<file path="config.mk">
export PLATFORM = sky130hd
export DESIGN_NAME = serial_adder
export DESIGN_NICKNAME = d
export VERILOG_FILES = /design/src/rtl/serial_adder_pkg.sv /design/src/rtl/serial_adder_fa.sv /design/src/rtl/serial_adder.sv
export SDC_FILE = /design/constraint.sdc
export NUM_CORES = 1
export LEC_CHECK = 0
export BUFFER_PORTS_ARGS = -buffer_cell sky130_fd_sc_hd__buf_2
export CAP_MARGIN = 10
export CORE_ASPECT_RATIO = 1.1
export CORE_MARGIN = 8
export CORE_UTILIZATION = 44
export DETAILED_ROUTE_END_ITERATION = 10
export GPL_TIMING_DRIVEN = 1
export PLACE_DENSITY = 0.68
export SLEW_MARGIN = 20
export SYNTH_ARGS = -nofsm -noshare
export SYNTH_HDL_FRONTEND = slang
export SYNTH_SLANG_ARGS = --single-unit
</file>
<file path="constraint.sdc">
create_clock -name clk -period 2.1 [get_ports clk]
set_input_delay 0.315 -clock clk [delete_from_list [all_inputs] [get_ports clk]]
set_output_delay 0.315 -clock clk [all_outputs]
set_load 0.05 [all_outputs]
</file>
<file path="src/rtl/serial_adder_pkg.sv">
// Shared types and limits for the bit-serial adder.
package serial_adder_pkg;

    typedef enum logic [1:0] {
        IDLE  = 2'd0,
        SHIFT = 2'd1,
        DONE  = 2'd2
    } sa_state_t;

    localparam int SA_MAX_WIDTH = 32;

endpackage

</file>
<file path="src/rtl/serial_adder_fa.sv">
// One-bit full adder cell, purely combinational; the only arithmetic in the adder.
module serial_adder_fa (
    input  logic a,
    input  logic b,
    input  logic ci,
    output logic s,
    output logic co
);

    assign s  = a ^ b ^ ci;
    assign co = (a & b) | (a & ci) | (b & ci);

endmodule

</file>
<file path="src/rtl/serial_adder.sv">
// Bit-serial WIDTH-bit adder: one full-adder cell reused once per clock, LSB first.
//
//   state | meaning
//   IDLE  | waiting for start; sum/cout hold the last result
//   SHIFT | one bit pair per cycle through the FA cell, cnt counts bits done
//   DONE  | one-cycle done pulse; start here reloads for back-to-back issue
module serial_adder
    import serial_adder_pkg::*;
#(
    parameter int WIDTH = 8
) (
    input  logic             clk,
    input  logic             rst_n,
    input  logic             start,
    input  logic [WIDTH-1:0] a,
    input  logic [WIDTH-1:0] b,
    input  logic             cin,
    output logic             busy,
    output logic             done,
    output logic [WIDTH-1:0] sum,
    output logic             cout
);

    localparam int CNT_W = $clog2(WIDTH + 1);
    localparam logic [CNT_W-1:0] CNT_LAST = CNT_W'(WIDTH - 1);

    // An out-of-range WIDTH instantiates a module that does not exist, stopping elaboration.
    if (WIDTH < 1 || WIDTH > SA_MAX_WIDTH) begin : g_bad_width
        serial_adder_width_out_of_range u_bad ();
    end

    sa_state_t        state;
    logic [WIDTH-1:0] a_sr;
    logic [WIDTH-1:0] b_sr;
    logic [WIDTH-1:0] s_sr;
    logic             carry;
    logic [CNT_W-1:0] cnt;
    logic             fa_s;
    logic             fa_co;
    logic [WIDTH-1:0] s_next;

    serial_adder_fa u_fa (
        .a  (a_sr[0]),
        .b  (b_sr[0]),
        .ci (carry),
        .s  (fa_s),
        .co (fa_co)
    );

    // New sum bit enters at the MSB so after WIDTH shifts bit 0 sits at the LSB.
    // Written as shifts rather than a concatenation so WIDTH=1 needs no empty slice.
    assign s_next = (s_sr >> 1) | (WIDTH'(fa_s) << (WIDTH - 1));

    // Sequencer, operand/sum shift registers, carry flop, counter and registered outputs.
    always_ff @(posedge clk or negedge rst_n) begin
        if (!rst_n) begin
            state <= IDLE;
            busy  <= 1'b0;
            done  <= 1'b0;
            sum   <= '0;
            cout  <= 1'b0;
            a_sr  <= '0;
            b_sr  <= '0;
            s_sr  <= '0;
            carry <= 1'b0;
            cnt   <= '0;
        end else begin
            case (state)
                IDLE: begin
                    done <= 1'b0;
                    if (start) begin
                        a_sr  <= a;
                        b_sr  <= b;
                        carry <= cin;
                        cnt   <= '0;
                        state <= SHIFT;
                        busy  <= 1'b1;
                    end else begin
                        busy  <= 1'b0;
                    end
                end
                SHIFT: begin
                    a_sr  <= a_sr >> 1;
                    b_sr  <= b_sr >> 1;
                    s_sr  <= s_next;
                    carry <= fa_co;
                    if (cnt == CNT_LAST) begin
                        cnt   <= '0;
                        state <= DONE;
                        busy  <= 1'b0;
                        done  <= 1'b1;
                        sum   <= s_next;
                        cout  <= fa_co;
                    end else begin
                        cnt   <= cnt + CNT_W'(1);
                    end
                end
                DONE: begin
                    done <= 1'b0;
                    if (start) begin
                        a_sr  <= a;
                        b_sr  <= b;
                        carry <= cin;
                        cnt   <= '0;
                        state <= SHIFT;
                        busy  <= 1'b1;
                    end else begin
                        state <= IDLE;
                        busy  <= 1'b0;
                    end
                end
                default: begin
                    state <= IDLE;
                    busy  <= 1'b0;
                    done  <= 1'b0;
                end
            endcase
        end
    end

endmodule

</file>
==> results of run 1 <==
==> synthesized netlist by cell type <==
cell      number
buf_2          1
or4_1          1
nor2_1         1
mux2i_1        2
nand2_1       26
a22o_1         1
mux2_2        15
buf_6          1
nand2b_2       2
ha_1           1
fa_1           1
inv_1          1
nor2b_1        1
nand2b_1       1
o21ai_0        3
nand3b_1       1
nand3_1        9
nor2_4         1
dfrtp_1       41
nand2_2        1
clkbuf_1       3
xnor2_1        1
mux2_1        24
a21oi_1        1
==> worst max-delay path by stage <==
stage	start	cells past startpoint	to	slack, ps
6_report	cnt[0]	4	sum[1]	500
5_1_grt	cnt[0]	4	sum[4]	390
4_1_cts	cnt[0]	4	sum[1]	470
3_5_place_dp	cnt[0]	4	sum[1]	490
3_3_place_gp	cnt[0]	4	sum[5]	530
2_1_floorplan	carry	3	carry	650
==> power breakdown <==
part           switching, mW  internal, mW  total, mW  leakage [nW]
Sequential             0.208          1.15       1.36         0.512
Combinational          0.866         0.611       1.48         0.482
Clock                  0.251         0.229      0.480        0.0439
Total                   1.33          1.99       3.32          1.04
==> metal layers <==
metal,wire length (um),vias to the layer above,track usage [%],share of wire [%]
li1,-,555,-,-
met4,51,0,5.25,1.6
met3,158,4,4.09,5.0
met5,0,-,0,0
met1,1410,551,11.8,45
met2,1520,26,18.3,48
==> flip-flops by register name (all words and copies together) (netlist names) <==
signal  count
sum         8
busy        1
done        1
cout        1
cnt         4
a_sr        8
state       2
carry       1
b_sr        8
s_sr        7
==> cells by family after synthesis <==
family | Yosys count | share of synthesized area, %
mux | 41 | 25.6
fa+ha+maj | 2 | 1.81
xor+xnor | 1 | 0.488
buf+inv | 6 | 1.74
compound gates | 5 | 1.60
flops | 41 | 57.1
simple gates | 44 | 11.6
==> stage by stage <==
stage	total power [mW]	area [um2]	hold WS [ps]	util, %	setup WS, ps
floorplan	2.54	1800	19.4	-	646
global placement	2.81	2010	255	51.2	527
detailed placement	2.89	2010	254	51.2	493
CTS	3.39	2110	327	53.6	468
global route	3.59	2110	343	53.6	394
finish	3.32	2110	337	53.6	498
==> final cells by class <==
| type | instances | share of cell area, % |
|---|---|---|
| tap | 52 | 3.08 |
| multi-input combinational | 93 | 35.0 |
| inverter | 1 | 0.178 |
| timing repair buffer | 35 | 9.02 |
| clock inverter | 3 | 0.830 |
| clock buffer | 5 | 3.26 |
| sequential | 41 | 48.6 |
==> worst register-to-register path, cell delays in order (launching register included) <==
cell and delay, ps:
dfrtp_1 390, ha_1 200, nand3b_1 190, nor2_4 330
mux2_1 360
==> out/results.tsv, run 1 <==
metric	value	unit
status	completed	
syn_inst	140	
cts_tree	done	
synth_top_area_share	57.1	%
finalWirelength	3140	um
regToRegSetupSlack	500	ps
setup_viol	0	
ys_ff_latch	41	
viasPerCell	4.94	
core	3930	um2
syn_to_final_growth	17.5	%
grt_pass1_wl	5640	um
path_buf_inv	0	
hpwl	2380	um
num_rows	24	
max_freq	0.624	GHz
most-common-layout-cells	dfrtp_1 (41), buf_2 (30), nand2_1 (26), mux2_1 (24), mux2_2 (15)	
die_x	76.9	um
peakVddDrop	659	uV
yosysSeqAreaShare	57.1	%
layout.cells.non_filler	230	
timing.rr.start	cnt[0]	
syn_area	1800	um2
cts_buffers	5	
fin_skew	4.62	ps
min_period	1600	ps
arrival	1770	ps
startpoint_type	flop	
cts_setup_buffers	0	
synth_area_per_cell	12.8	um2
fp.dieArea	6380	um2
drive_gt1_share	34.3	%
whs_path_depth	3	
ios	31	
worst_pin_slew	384	ps
dp.cells	221	
drv_cap	0	
cpMaxStageDelayCell	dfrtp_1	
final_common_cell	dfrtp_1	
drtIter0Drc	49	
hold_path_class	primary input to flop	
synthTopCellsByArea	dfrtp_1 (57%), mux2_1 (15%), mux2_2 (9.4%)	
yosysTopAreaCell	dfrtp_1	
gp_congestion	0.740	
track_usage	10.9	%
leakage	1.04	nW
cts_resized	0	
slew_violations	0	
vias	1136	
wire_per_inst	13.7	um
hold_viol	0	
clock_path_buffers	2	
crit_type	flop to flop	
ys_warn_count	0	
crit_required	2270	ps
r2r_cells	4	
period_share	76.3	%
initial_core_util	45.6	%
crit_path_max_incr_delay	390	ps
grt_pass1_vias	1291	
rsz0062_at_grt	no	
netlist-cell-type-count	24	
overflow	0	
antenna_found_initial	0	
insertion_delay	290	ps
route.detailed.drc	0	
fin_tns_setup	0	ps
cts.htree.levels	2	
powerDensity	1570	nW/um2
syn_nets	162	
cp_cell_sequence	ha_1, nand3b_1, nor2_4, mux2_1	
io_buffers	30	
fillerInstances	360	
worstPathMaxFanout	10	
cts.sinks	41	
antennaDiodeCount	0	
multi_input_area	738	um2
crit_path_end_kind	flop	
dr.pass1.iters	4	
cts.clk_slew.worst_paths	70	ps
min_from	b[7]	
regArea	1030	um2
max_slew_margin	74.4	%
finalNetCount	199	
r2r_end	sum[1]	
whs_endpoint	b_sr[7]	
grt_max_degree	23	
ant_nets	0	
ctsHoldBuffers	1	
cts_root_buf	clkbuf_8	
critPathTopFamily	simple AND/OR/NAND/NOR gates	
die_h	83.0	um
(Power assumes the default switching activity.)
==> inputs of run 2 (changes only) <==
--- a/config.mk
+++ b/config.mk
@@ -12,7 +12,7 @@
 export CORE_UTILIZATION = 44
 export DETAILED_ROUTE_END_ITERATION = 10
 export GPL_TIMING_DRIVEN = 1
-export PLACE_DENSITY = 0.68
+export PLACE_DENSITY = 0.71
 export SLEW_MARGIN = 20
 export SYNTH_ARGS = -nofsm -noshare
 export SYNTH_HDL_FRONTEND = slang
==> constraint.sdc (replaced) <==
create_clock -name clk -period 1.39 [get_ports clk]
set_input_delay 0.2085 -clock clk [delete_from_list [all_inputs] [get_ports clk]]
set_output_delay 0.2085 -clock clk [all_outputs]
set_load 0.05 [all_outputs]
==> run 2 against run 1 <==
The flow now finishes with violations (setup timing). Hold slack got worse by 79 ps. Largest power group unchanged. Clock-buffer cell count grew 1. Final cell count up 8.7%. Clock skew grew 2.8 ps.
==> out/results.tsv, run 2 (synthesis results as in run 1) <==
metric	value	unit	change
most-common-layout-cells	dfrtp_1 (40), buf_2 (30), nand2_1 (26), buf_4 (17)		was dfrtp_1 (41), buf_2 (30), nand2_1 (26), mux2_1 (24), mux2_2 (15)
wire_per_inst	15.5	um	was 13.7 um
period_share	104	%	was 76.3%
r2r_cells	3		was 4
fin_ws	-57.4	ps	was 498 ps
cts.htree.levels	2		unchanged
whs_endpoint	b_sr[1]		was b_sr[7]
dp.cells	234		was 221
cts_root_buf	clkbuf_8		unchanged
hold_viol	0		unchanged
die_h	83.0	um	unchanged
initial_core_util	45.6	%	unchanged
finalWirelength	3870	um	was 3140 um
dr.pass1.iters	6		was 4
drtIter0Drc	52		was 49
viasPerCell	5.03		was 4.94
arrival	1620	ps	was 1770 ps
fin_skew	7.39	ps	was 4.62 ps
track_usage	11.4	%	was 10.9%
insertion_delay	290	ps	about the same
regToRegSetupSlack	-60	ps	was 500 ps
syn_to_final_growth	33.4	%	was 17.5%
crit_path_end_kind	flop		unchanged
layout.cells.non_filler	250		was 230
cts_buffers	5		unchanged
startpoint_type	flop		unchanged
core	3930	um2	unchanged
setup_viol	11		was 0
grt_pass1_wl	5950	um	was 5640 um
max_slew_margin	78.4	%	was 74.4%
r2r_end	carry		was sum[1]
route.detailed.drc	0		unchanged
io_buffers	30		unchanged
gp_congestion	0.761		was 0.740
clock_path_buffers	2		unchanged
antennaDiodeCount	0		unchanged
worstPathMaxFanout	2		was 10
finalNetCount	219		was 199
largestRegisters	a_sr (8), b_sr (8), sum (8)		unchanged
fin_tns_setup	-240	ps	was 0 ps
slew_violations	0		unchanged
grt_pass1_vias	1379		was 1291
num_rows	24		unchanged
die_x	76.9	um	unchanged
hold_path_class	primary input to flop		unchanged
cts.sinks	41		unchanged
cts_tree	done		unchanged
worst_pin_slew	324	ps	was 384 ps
vias	1258		was 1136
antenna_found_initial	0		unchanged
whs_path_depth	3		unchanged
rsz0062_at_grt	yes		was no
hpwl	2630	um	was 2380 um
ant_nets	0		unchanged
crit_type	flop to flop		unchanged
overflow	0		unchanged
powerDensity	2460	nW/um2	was 1570 nW/um2
final_common_cell	dfrtp_1		unchanged
fp.dieArea	6380	um2	unchanged
max_freq	0.691	GHz	was 0.624 GHz
violations	setup timing		
peakVddDrop	1300	uV	was 659 uV
crit_required	1570	ps	was 2270 ps
cts.clk_slew.worst_paths	70	ps	about the same
drv_cap	0		unchanged
drive_gt1_share	48.0	%	was 34.3%
timing.rr.start	a_sr[0]		was cnt[0]
ios	31		unchanged
min_period	1450	ps	was 1600 ps
leakage	1.22	nW	was 1.04 nW
grt_max_degree	21		was 23
status	complete, but fails checks		was completed
min_from	b[1]		was b[7]
-- run 2: worst max-delay path by stage --
stage                 start      to  depth (start not counted)
floorplan             carry   carry                          3
global placement      carry   carry                          3
detailed placement    carry   carry                          3
CTS                 a_sr[0]   carry                          3
global route         cnt[0]  sum[6]                          5
finish              a_sr[0]   carry                          3
-- run 2: metal layers --
layer	vias up	wire [um]	global-route usage (%)	share of wire, %
met1	628	1600	11.8	41
met3	4	191	4.53	4.9
met5	-	0	0	0
met4	0	51	4.03	1.3
li1	592	-	-	-
met2	34	2030	20.0	52
-- run 2: repair_timing --
action,CTS,global route
buffers inserted,1,3
hold endpoints to repair,12,0
pin swaps,2,0
endpoints found under the setup margin,12,33
hold buffers,1,0
gates resized for setup,5,20
gates cloned,0,3
-- run 2: stage by stage --
stage,util [%],hold WS [ps],power (mW),setup WS [ps],instance area [um2]
after CTS,57.5,219,5.53,-50.8,2260
after global placement,54.5,104,4.54,-40.0,2140
after global routing,60.9,258,6.30,-119,2390
after detailed placement,54.5,114,4.67,-80.5,2140
final,60.9,258,5.90,-57.4,2390
after floorplan,-,-87.1,3.86,-20.9,1810
-- run 2: final cells by class --
class                      instances  area (um2)
clock buffer                       6        72.6
inverter                           1        3.75
clock inverter                     2        10.0
fill                             347        1540
tap                               52        65.1
sequential                        41        1030
multi-input combinational         93         818
timing repair buffer              55         398
-- run 2: worst max-delay path, cell delays in order (launching register included) --
cell and delay, ps:
dfrtp_1 410, fa_2 400, mux2_4 270, mux2_4 250
-- run 2: report_power, final --
group,switching (mW),total [mW],internal [mW]
Combinational,1.51,3.08,1.57
Sequential,0.343,2.09,1.74
Clock,0.385,0.732,0.348
==> inputs of run 3 (changes only) <==
--- a/config.mk
+++ b/config.mk
@@ -5,14 +5,16 @@
 export SDC_FILE = /design/constraint.sdc
 export NUM_CORES = 1
 export LEC_CHECK = 0
+export ABC_AREA = 1
 export BUFFER_PORTS_ARGS = -buffer_cell sky130_fd_sc_hd__buf_2
 export CAP_MARGIN = 10
 export CORE_ASPECT_RATIO = 1.1
 export CORE_MARGIN = 8
-export CORE_UTILIZATION = 44
+export CORE_UTILIZATION = 45
 export DETAILED_ROUTE_END_ITERATION = 10
 export GPL_TIMING_DRIVEN = 1
-export PLACE_DENSITY = 0.71
+export PLACE_DENSITY = 0.72
+export SKIP_CTS_REPAIR_TIMING = 1
 export SLEW_MARGIN = 20
 export SYNTH_ARGS = -nofsm -noshare
 export SYNTH_HDL_FRONTEND = slang
==> run 3 against run 2 <==
The run now ends clean. Critical endpoint is now a_sr[0]. Largest cell class unchanged. First-iteration DRC count increased by 58%. Core utilization decreased by 6.3 points. Combinational power decreased by 22%.
==> out/results.tsv, run 3 <==
metric	value	unit	change
ant_nets	0		unchanged
synth_top_area_share	54.9	%	was 57.1%
crit_path_max_incr_delay	510	ps	was 410 ps
cp.depth	4		was 3
peakVddDrop	1230	uV	was 1300 uV
drtIter0Drc	82		was 52
critPathTopFamily	flip-flops		was multiplexers
syn_area	1870	um2	was 1800 um2
cts.htree.levels	2		unchanged
p_total	5.24	mW	was 5.90 mW
largestRegisters	a_sr (8), b_sr (8), sum (8)		unchanged
cts.sinks	41		unchanged
regToRegSetupSlack	110	ps	was -60 ps
io_buffers	30		unchanged
cts.clk_slew.worst_paths	80	ps	was 70 ps
worst_pin_slew	436	ps	was 324 ps
setup_viol	0		was 11
synth-simple-area-share	24.3	%	was 11.6%
r2r_cells	4		was 3
track_usage	11.5	%	was 11.4%
fillerInstances	387		was 347
ys_warn_count	0		unchanged
status	completed		was complete, but fails checks
antenna_found_initial	0		unchanged
max_slew_margin	70.9	%	was 78.4%
async_flop_share	100	%	unchanged
period_share	91.9	%	was 104%
ys_ff_latch	41		unchanged
initial_core_util	47.1	%	was 45.6%
cpMaxStageDelayCell	dfrtp_2		was dfrtp_1
drv_cap	0		unchanged
die_x	77.4	um	was 76.9 um
syn_to_final_growth	15.8	%	was 33.4%
vias	1357		was 1258
cts_buffers	5		unchanged
synth_fa_ha_area_share	1.74	%	was 1.81%
final_common_cell	nand2_1		was dfrtp_1
timing.rr.start	state[0]		was a_sr[0]
synth_edf_count	0		unchanged
crit_required	1570	ps	about the same
synth_top_family_by_area	simple AND/OR/NAND/NOR gates		was multiplexers
crit_path_end_kind	flop		unchanged
die_h	83.6	um	was 83.0 um
fin_tns_setup	0	ps	was -240 ps
max_freq	0.783	GHz	was 0.691 GHz
syn_nets	213		was 162
drive_gt1_share	28.5	%	was 48.0%
clock_path_buffers	2		unchanged
min_period	1280	ps	was 1450 ps
grt_pass1_wl	6160	um	was 5950 um
route.detailed.drc	0		unchanged
core	3960	um2	was 3930 um2
hpwl	2460	um	was 2630 um
netlist-cell-type-count	25		was 24
grt_max_degree	25		was 21
synth_xor_xnor_area_share	0	%	was 0.488%
cts_root_buf	clkbuf_8		unchanged
slew_violations	0		unchanged
worstPathMaxFanout	12		was 2
cts_tree	done		unchanged
yosysTopAreaCell	dfrtp_1		unchanged
cp_cell_sequence	buf_4, or2_2, o211ai_1, nand2_1		was fa_2, mux2_4, mux2_4
wire_per_inst	12.4	um	was 15.5 um
cp-startpoint	state[0]		was a_sr[0]
synth_compound_area_share	11.9	%	was 1.60%
grt_pass1_vias	1422		was 1379
fin_skew	3.77	ps	was 7.39 ps
num_rows	24		unchanged
rsz0062_at_grt	no		was yes
post-route-util	54.6	%	was 60.9%
synthTopCellsByArea	dfrtp_1 (55%), nand2_1 (13%), o211ai_1 (6.0%)		was dfrtp_1 (57%), mux2_1 (15%), mux2_2 (9.4%)
post-place-ws	27.1	ps	was -80.5 ps
syn_inst	191		was 140
hold_path_class	primary input to flop		unchanged
fin_ws	112	ps	was -57.4 ps
antennaDiodeCount	0		unchanged
yosys.cell_count.top_type	nand2_1		was dfrtp_1
startpoint_type	flop		unchanged
fp.dieArea	6470	um2	was 6380 um2
ios	31		unchanged
finalNetCount	249		was 219
crit_type	flop to flop		unchanged
endpoint	a_sr[0]		was carry
synth_top_flop_cell	dfrtp_1		unchanged
finalWirelength	3480	um	was 3870 um
synth_area_per_cell	9.78	um2	was 12.8 um2
arrival	1460	ps	was 1620 ps
most-common-layout-cells	nand2_1 (67), dfrtp_1 (40), buf_2 (30), o211ai_1 (15), inv_1 (10)		was dfrtp_1 (40), buf_2 (30), nand2_1 (26), buf_4 (17)
leakage	1.08	nW	was 1.22 nW
hold_viol	0		unchanged
synthMuxAreaShare	0	%	was 25.6%
viasPerCell	4.85		was 5.03
yosysSeqAreaShare	54.9	%	was 57.1%
r2r_end	a_sr[0]		was carry
powerDensity	2420	nW/um2	was 2460 nW/um2
dr.pass1.iters	4		was 6
overflow	0		unchanged
insertion_delay	290	ps	about the same
gp_congestion	0.744		was 0.761
path_buf_inv	1		was 0
yosys-top-cells-count	nand2_1 (67), dfrtp_1 (41), o211ai_1 (15)		was dfrtp_1 (41), nand2_1 (26), mux2_1 (24)
run 3: cell count changes after synthesis, sizes merged, moves of 3 or more:
| cell | change |
|---|---|
| nand2 | +45 |
| mux2 | -39 |
| o211ai | +15 |
| o21ai | +14 |
| inv | +13 |
| or2 | +13 |
| buf | +5 |
| nand3 | -5 |
| clkbuf | -3 |
| nand2b | -3 |
run 3: stage by stage:
stage                     std cells  cell area [um2]  hold slack (ps)
after detailed placement        271             2070              173
final                           280             2160              143
after global placement          271             2070              173
after global routing            280             2160              159
after floorplan                 191             1870            -87.1
after CTS                       279             2150             -150
run 3: area by class of cell:
type | count | area [um2] | share of cell area [%]
well taps | 52 | 65.1 | 3.01
clock inverters | 2 | 10.0 | 0.463
inverters | 14 | 70.1 | 3.24
flip-flops and latches | 41 | 1030 | 47.5
clock buffers | 6 | 72.6 | 3.35
multi-input cells | 129 | 708 | 32.7
repair buffers | 36 | 210 | 9.72
run 3: logic make-up (layout without fill, tap and decap cells):
logic type / after synthesis / after routing
AO/OA/AOI/OAI: 33 / 33
adder cells (fa/ha/maj): 2 / 2
buffers and inverters: 21 / 58
flip-flops: 41 / 41
AND/OR/NAND/NOR: 94 / 94
run 3: routing by layer:
layer / routed length, um / share of wire (%) / up-vias / track usage, %
met2: 1600 / 46 / 29 / 19.5
li1: - / - / 687 / -
met1: 1640 / 47 / 636 / 12.9
met3: 184 / 5.3 / 5 / 4.42
met4: 46 / 1.3 / 0 / 4.12
met5: 0 / 0 / - / 0
run 3: worst min-delay path: stages:
cell and delay [ps]:
buf_2 70, o211ai_1 70, nand2_1 50
run 3: report_power, final:
| part | switching, mW | leakage [nW] | internal [mW] | total [mW] |
|---|---|---|---|---|
| combinational | 1.60 | 0.520 | 0.816 | 2.41 |
| clock | 0.400 | 0.0450 | 0.348 | 0.748 |
| sequential | 0.337 | 0.514 | 1.74 | 2.08 |
| total | 2.33 | 1.08 | 2.90 | 5.24 |
run 3: how the worst min path moves through the flow:
| stage | from | end | slack (ps) | cells past startpoint |
|---|---|---|---|---|
| after CTS | rst_n | a_sr[6] | -150 | 1 |
| after global placement | rst_n | b_sr[4] | 170 | 1 |
| final | a[6] | a_sr[6] | 140 | 3 |
| after global routing | a[6] | a_sr[6] | 160 | 3 |
| after floorplan | rst_n | a_sr[0] | -90 | 0 |
| after detailed placement | rst_n | b_sr[6] | 170 | 1 |
